File: src/rtl/pipeline_hazard_ctrl_pkg.sv
// Shared types and constants for the pipeline hazard controller.
// Optional performance counters are enabled by defining HAZARD_PERF_CNT_EN.
package pipeline_hazard_ctrl_pkg;

  typedef enum logic [1:0] {
    RUN      = 2'd0,
    BUBBLE   = 2'd1,
    MEM_WAIT = 2'd2,
    ERROR    = 2'd3
  } hz_state_e;

  localparam logic [4:0] REG_ZERO = 5'd0;

  // A register dependency exists only for a real (non-$0) destination.
  function automatic logic reg_match(input logic [4:0] dst, input logic [4:0] src);
    return (dst != REG_ZERO) && (dst == src);
  endfunction

endpackage

File: src/rtl/pipeline_hazard_ctrl_hazard_detect.sv
// Combinational load-use hazard detection between the load in EX and the
// instruction in ID.
module hazard_detect
  import pipeline_hazard_ctrl_pkg::*;
(
  input  logic       id_ex_mem_read,
  input  logic [4:0] id_ex_rt,
  input  logic [4:0] if_id_rs,
  input  logic [4:0] if_id_rt,
  input  logic       id_uses_rt,
  output logic       hz
);

  logic rs_hit_s;
  logic rt_hit_s;

  assign rs_hit_s = reg_match(id_ex_rt, if_id_rs);
  assign rt_hit_s = id_uses_rt & reg_match(id_ex_rt, if_id_rt);
  assign hz       = id_ex_mem_read & (rs_hit_s | rt_hit_s);

endmodule

File: src/rtl/pipeline_hazard_ctrl.sv
// Five-stage pipeline register sequencer: stalls, flushes, memory-wait freeze
// and wait watchdog. Define HAZARD_PERF_CNT_EN to add stall/flush counters.
module pipeline_hazard_ctrl
  import pipeline_hazard_ctrl_pkg::*;
#(
  parameter int unsigned WAIT_TIMEOUT    = 255,
  parameter int unsigned LOADUSE_BUBBLES = 1
) (
  input  logic       CLK,
  input  logic       RST_N,
  input  logic [4:0] IF_ID_RegisterRs,
  input  logic [4:0] IF_ID_RegisterRt,
  input  logic       ID_UsesRt,
  input  logic       ID_EX_MemRead,
  input  logic [4:0] ID_EX_RegisterRt,
  input  logic       EX_Redirect,
  input  logic       IMEM_READY,
  input  logic       DMEM_BUSY,
  output logic       PCWrite,
  output logic       IF_ID_Write,
  output logic       IF_ID_Flush,
  output logic       ID_EX_Hold,
  output logic       ID_EX_Flush,
  output logic       BACK_Hold,
  output logic       BUS_ERR
`ifdef HAZARD_PERF_CNT_EN
  ,
  output logic [31:0] STALL_CYCLES,
  output logic [15:0] FLUSH_EVENTS
`endif
);

  localparam int WCW = $clog2(WAIT_TIMEOUT + 1);
  localparam logic [WCW-1:0] WT_L     = WCW'(WAIT_TIMEOUT);
  localparam logic [1:0]     BUB_INIT = 2'(LOADUSE_BUBBLES - 1);

  hz_state_e      state_r;
  hz_state_e      eff_state_s;
  logic [1:0]     bub_cnt_r;
  logic [1:0]     bub_dec_s;
  logic [WCW-1:0] wait_cnt_r;
  logic [WCW-1:0] wait_inc_s;
  logic           ret_bubble_r;
  logic           bus_err_r;
  logic           hz_s;
  logic           freeze_s;
  logic           redirect_act_s;
  logic           pc_write_s;
  logic           if_id_write_s;
  logic           if_id_flush_s;
  logic           id_ex_hold_s;
  logic           id_ex_flush_s;
  logic           back_hold_s;

  hazard_detect u_hazard_detect (
    .id_ex_mem_read (ID_EX_MemRead),
    .id_ex_rt       (ID_EX_RegisterRt),
    .if_id_rs       (IF_ID_RegisterRs),
    .if_id_rt       (IF_ID_RegisterRt),
    .id_uses_rt     (ID_UsesRt),
    .hz             (hz_s)
  );

  assign bub_dec_s  = bub_cnt_r - 2'd1;
  assign wait_inc_s = wait_cnt_r + WCW'(1);
  assign freeze_s   = (state_r == ERROR) | DMEM_BUSY;

  // Once the wait ends, the resume cycle behaves as the state that was interrupted.
  always_comb begin
    eff_state_s = state_r;
    case (state_r)
      MEM_WAIT: begin
        if (ret_bubble_r) begin
          eff_state_s = BUBBLE;
        end else begin
          eff_state_s = RUN;
        end
      end
      default: eff_state_s = state_r;
    endcase
  end

  // Sequencer state, bubble/wait counters and sticky watchdog error.
  always_ff @(posedge CLK) begin
    if (!RST_N) begin
      state_r      <= RUN;
      bub_cnt_r    <= 2'd0;
      wait_cnt_r   <= {WCW{1'b0}};
      ret_bubble_r <= 1'b0;
      bus_err_r    <= 1'b0;
    end else begin
      case (state_r)
        ERROR: begin
          state_r <= ERROR;
        end
        RUN, BUBBLE, MEM_WAIT: begin
          if (DMEM_BUSY) begin
            wait_cnt_r <= wait_inc_s;
            if (state_r != MEM_WAIT) begin
              ret_bubble_r <= (state_r == BUBBLE);
            end
            if (wait_inc_s == WT_L) begin
              state_r   <= ERROR;
              bus_err_r <= 1'b1;
            end else begin
              state_r <= MEM_WAIT;
            end
          end else begin
            wait_cnt_r <= {WCW{1'b0}};
            if (EX_Redirect) begin
              state_r   <= RUN;
              bub_cnt_r <= 2'd0;
            end else if (eff_state_s == BUBBLE) begin
              bub_cnt_r <= bub_dec_s;
              state_r   <= (bub_dec_s == 2'd0) ? RUN : BUBBLE;
            end else if (hz_s) begin
              bub_cnt_r <= BUB_INIT;
              state_r   <= (BUB_INIT == 2'd0) ? RUN : BUBBLE;
            end else begin
              state_r <= RUN;
            end
          end
        end
        default: begin
          state_r <= RUN;
        end
      endcase
    end
  end

  // Mealy control mux in priority order: reset, freeze, redirect, stall, fetch miss.
  always_comb begin
    pc_write_s     = 1'b1;
    if_id_write_s  = 1'b1;
    if_id_flush_s  = 1'b0;
    id_ex_hold_s   = 1'b0;
    id_ex_flush_s  = 1'b0;
    back_hold_s    = 1'b0;
    redirect_act_s = 1'b0;
    if (!RST_N) begin
      pc_write_s    = 1'b0;
      if_id_write_s = 1'b0;
      if_id_flush_s = 1'b1;
      id_ex_flush_s = 1'b1;
    end else if (freeze_s) begin
      pc_write_s    = 1'b0;
      if_id_write_s = 1'b0;
      id_ex_hold_s  = 1'b1;
      back_hold_s   = 1'b1;
    end else if (EX_Redirect) begin
      if_id_flush_s  = 1'b1;
      id_ex_flush_s  = 1'b1;
      redirect_act_s = 1'b1;
    end else if ((eff_state_s == BUBBLE) | hz_s) begin
      pc_write_s    = 1'b0;
      if_id_write_s = 1'b0;
      id_ex_flush_s = 1'b1;
    end else if (!IMEM_READY) begin
      pc_write_s    = 1'b0;
      if_id_flush_s = 1'b1;
    end else begin
      pc_write_s    = 1'b1;
      if_id_write_s = 1'b1;
    end
  end

  assign PCWrite     = pc_write_s;
  assign IF_ID_Write = if_id_write_s;
  assign IF_ID_Flush = if_id_flush_s;
  assign ID_EX_Hold  = id_ex_hold_s;
  assign ID_EX_Flush = id_ex_flush_s;
  assign BACK_Hold   = back_hold_s;
  assign BUS_ERR     = bus_err_r;

`ifdef HAZARD_PERF_CNT_EN
  logic [31:0] stall_cycles_r;
  logic [15:0] flush_events_r;

  // Saturating stall-cycle and redirect-flush event counters.
  always_ff @(posedge CLK) begin
    if (!RST_N) begin
      stall_cycles_r <= 32'd0;
      flush_events_r <= 16'd0;
    end else begin
      if (!pc_write_s && (stall_cycles_r != 32'hFFFF_FFFF)) begin
        stall_cycles_r <= stall_cycles_r + 32'd1;
      end else begin
        stall_cycles_r <= stall_cycles_r;
      end
      if (redirect_act_s && (flush_events_r != 16'hFFFF)) begin
        flush_events_r <= flush_events_r + 16'd1;
      end else begin
        flush_events_r <= flush_events_r;
      end
    end
  end

  assign STALL_CYCLES = stall_cycles_r;
  assign FLUSH_EVENTS = flush_events_r;
`endif

endmodule

File: config.mk
export PLATFORM = sky130hd
export DESIGN_NAME = pipeline_hazard_ctrl
export DESIGN_NICKNAME = d
export VERILOG_FILES = /design/src/rtl/pipeline_hazard_ctrl_pkg.sv /design/src/rtl/pipeline_hazard_ctrl_hazard_detect.sv /design/src/rtl/pipeline_hazard_ctrl.sv
export SDC_FILE = /design/constraint.sdc
export NUM_CORES = 1
export LEC_CHECK = 0
export ABC_AREA = 1
export CORE_MARGIN = 1
export CORE_UTILIZATION = 45
export CTS_BUF_LIST = sky130_fd_sc_hd__clkbuf_4 sky130_fd_sc_hd__clkbuf_8 sky130_fd_sc_hd__clkbuf_16
export CTS_CLUSTER_DIAMETER = 200
export DETAILED_ROUTE_END_ITERATION = 8
export PLACE_DENSITY = 0.78
export SLEW_MARGIN = 5
export SYNTH_ARGS = -nofsm -noshare
export SYNTH_HDL_FRONTEND = slang
export SYNTH_SLANG_ARGS = --single-unit
File: constraint.sdc
create_clock -name CLK -period 2.37 [get_ports CLK]
set_input_delay 0.474 -clock CLK [delete_from_list [all_inputs] [get_ports CLK]]
set_output_delay 0.474 -clock CLK [all_outputs]
set_load 0.02 [all_outputs]
==> implementation parameters <==
Parameter                              Value

Die
  Overall die width    49.5 um
  Num ports    29
  Die footprint    0.00245 mm^2
  Row Count    16
  Die Y    49.5 um
  Effective utilization at floorplan    0.497
  Std-Cell Core Area    0.00204 mm^2

Setup path
  Startpoint types    primary input
  FF-to-FF Start    wait_cnt_r[1]$_SDFFE_PN0N_
  Signal arrival time at the worst endpoint    1800 ps
  Reg2Reg Setup Slack    880 ps
  Logic depth of the worst register-to-register path    8
  Required time of the critical path    1900 ps
  Critical path origin    IF_ID_RegisterRs[3]
  Critical path fanouts, max    2
  Element type at the critical path end    output pin
  Type of the setup path with the least slack    in -> out
  R2r endpoint    state_r[0]$_SDFF_PN0_

Min path
  Hold-critical path endpoint    BUS_ERR$_SDFFE_PN0P_
  Hold Path Stages    2
  Hold_sp    BUS_ERR$_SDFFE_PN0P_
  Hold Crit Class    reg -> reg

Global route
  Most utilized layer in the global route result    met2
  GR Util met2    0.445
  Antenna violations before repair    0
  Vias in the first global route    1085
  Met3 capacity usage during global routing    0.0556
  Aggregate global routing overflow    0
  Wire length of the first global-routing pass    4270 um
  All-layer global routing usage    0.223
  M1 GR Usage    0.242
  Pin count of the biggest net entering global routing    10

Clock network
  Longest Clk Path Bufs    2
  Count of H-tree levels built during CTS    1
  Clock sink total    14
  Worst-Skew Late Latency    280 ps
  CTS tree    yes
  Clock-pin slew on the worst setup and hold paths    90 ps
  Number of hold buffers added after cts    0
  Count of buffers added by post-CTS timing repair for setup    0
  Clock buffer count from CTS    3
  Clock root buffer master    clkbuf_4

Synthesis
  Share of cell area taken by muxes after synthesis    0
  Synthesis warning total    0
  Number of synthesized register bits    14
  Largest family of logic cells by synthesized area    simple AND/OR/NAND/NOR gates
  Mapped Cells    169
  Synth Net Count    194
  Share of synthesized cell area in full adder, half adder and majority cells    0.0370
  Asr flop ratio synth    0
  Compound-gate portion of the synthesized area    0.107
  Sequential-to-total area share from yosys stat    0.276
  Synthesized-area fraction occupied by xor and xnor cells    0.0333
  Synthesized area per cell    6.00 um^2
  Distinct cells, synth    26
  Commonest register cell after synthesis    dfxtp_1
  Post-synth EDFFs    0
  Netlist area before placement    0.00101 mm^2
  Post-Synth Simple-Gate Area    0.417

Finish
  Fraction of layout instances using a drive strength above 1    0.176
  Total area of sequential cells    280 um^2
  Number of inserted filler cells in the final layout    195
  Non-filler cells, final    237
  Area added between synthesis and finish    42.0%
  Footprint of the multi-input gates    614 um^2
  Nets    236
  Total non-filler cell area in the finished layout    0.00144 mm^2
  Ant diodes    0

STA
  Total count of hold-check failures in the final report    0
  Final clock period utilization by the worst path    0.960
  Fmax    439 MHz
  Final worst clock skew    2.42 ps
  Finish-stage setup viols    0
  Final Critical Period    2280 ps
  Number of pins with negative max-slew slack in the final report    0
  Worst slew margin relative to its limit    0.832
  Crit path setup slack, layout    93.7 ps
  Least-Margin Pin Slew    251 ps
  Unrepaired setup endpoints after global routing    no

Drt
  Post-route antenna net violation count    0
  Number of DRC violations after detailed routing    0
  Via count    1141
  Iteration count of the initial detailed-routing pass    4
  Total Wirelength    2360 um
  Average wire per cell in the routed design    9.97 um
  Violation count after the first detailed-route iteration    8
  Vias per Instance    4.81

Job
  # Max-Cap Violations    0

Power
  Maximum ir drop on the vdd rail    0.399 mV
  Power density cells    395 mW/mm^2
  Total power of the final layout    0.570 mW
  Lkg Pwr    0.777 nW

Placed design
  Total instance count after detailed placement    233
  Cell area after placement    0.00140 mm^2
  Routability Congestion    0.805
  Worst setup timing slack at the placement stage    -432 ps
  HPWL after DPL    1900 um
  Number of port buffers    28

Outcome
  Run status    finished clean
## placed cells by master, fill, tap and decap left out, drive strengths merged
master	synthesis	routed
xor2	2	2
a21o	1	1
clkbuf	1	4
or2	1	1
a21oi	11	11
a2bb2oi	1	1
o21ai	6	6
xnor2	1	1
nor2	19	19
dlymetal6s2s	0	5
nand2	59	59
inv	32	32
dfxtp	14	14
clkdlybuf4s50	0	16
dlygate4sd2	0	3
nand4	4	4
buf	1	15
ha	3	3
nand3	11	11
nor3	2	2
## stage by stage
| step | hold WS, ps | util | TNS, ps |
|---|---|---|---|
| floorplan | 439 | - | 0 |
| global placement | 449 | 0.686 | -1850 |
| detailed placement | 459 | 0.686 | -1900 |
| CTS | 475 | 0.692 | 0 |
| global route | 491 | 0.706 | 0 |
| finish | 468 | 0.706 | 0 |
## repair_timing
item,4_1_cts,5_1_grt
pin swaps,0,3
gates resized for setup,21,15
endpoints found under the setup margin,6,4
## worst max path at each step
stage | endpoint | cells after the start
2_1_floorplan | IF_ID_Flush | 9
3_3_place_gp | IF_ID_Flush | 11
3_5_place_dp | PCWrite | 11
4_1_cts | PCWrite | 11
5_1_grt | PCWrite | 13
6_report | IF_ID_Flush | 13
## final cells by class
type                            instances  share of cell area
Multi-Input combinational cell        121               0.426
Sequential cell                        14               0.194
Inverter                               32              0.0833
Tap cell                               27              0.0234
Timing Repair Buffer                   39               0.247
Clock buffer                            4              0.0252
## where the power goes
group          internal (mW)  switching, mW
clock network         0.0935         0.0835
registers              0.242        0.00501
logic                 0.0734         0.0724
## state kept, by name (all words and copies together) (netlist names)
name and cells:
wait_cnt_r 8, bub_cnt_r 2, state_r 2, BUS_ERR 1, ret_bubble_r 1
## cell usage after synthesis (2+ instances only)
library cell / n / area share
o21ai_0: 5 / 0.025
nand4_1: 3 / 0.018
nand3_1: 10 / 0.049
nor2_1: 15 / 0.055
a21oi_1: 10 / 0.049
nor3_1: 2 / 0.0099
nor2_2: 2 / 0.012
nand2_1: 58 / 0.21
inv_1: 31 / 0.11
dfxtp_1: 14 / 0.28
nor2_4: 2 / 0.022
ha_1: 3 / 0.037
## per-layer routing
metal,vias up,wire length [um],part of all wire
met3,2,99,0.042
met1,509,1030,0.43
met5,-,0,0
met2,28,1230,0.52
met4,0,7,0.0030
li1,602,-,-
## cell families (layout without fill, tap and decap cells)
family / Yosys count / after routing
and+or+nand+nor: 96 / 96
adders and majority gates: 3 / 3
xor gates and xnor gates: 3 / 3
DFF: 14 / 14
AOI/OAI and AO/OA: 19 / 19
buffers and inverters: 34 / 75
## critical path, cell delays in order
cell and delay, ps:
clkdlybuf4s50_1 480, inv_1 50, nand2_1 50, nand2_1 40
nor2_1 110, nand3_1 80, nand2_1 60, nand2_1 70
nand2_1 60, nand2_1 70, inv_1 60, o21ai_1 50
buf_2 160
Power figures use the tool's default switching activity.
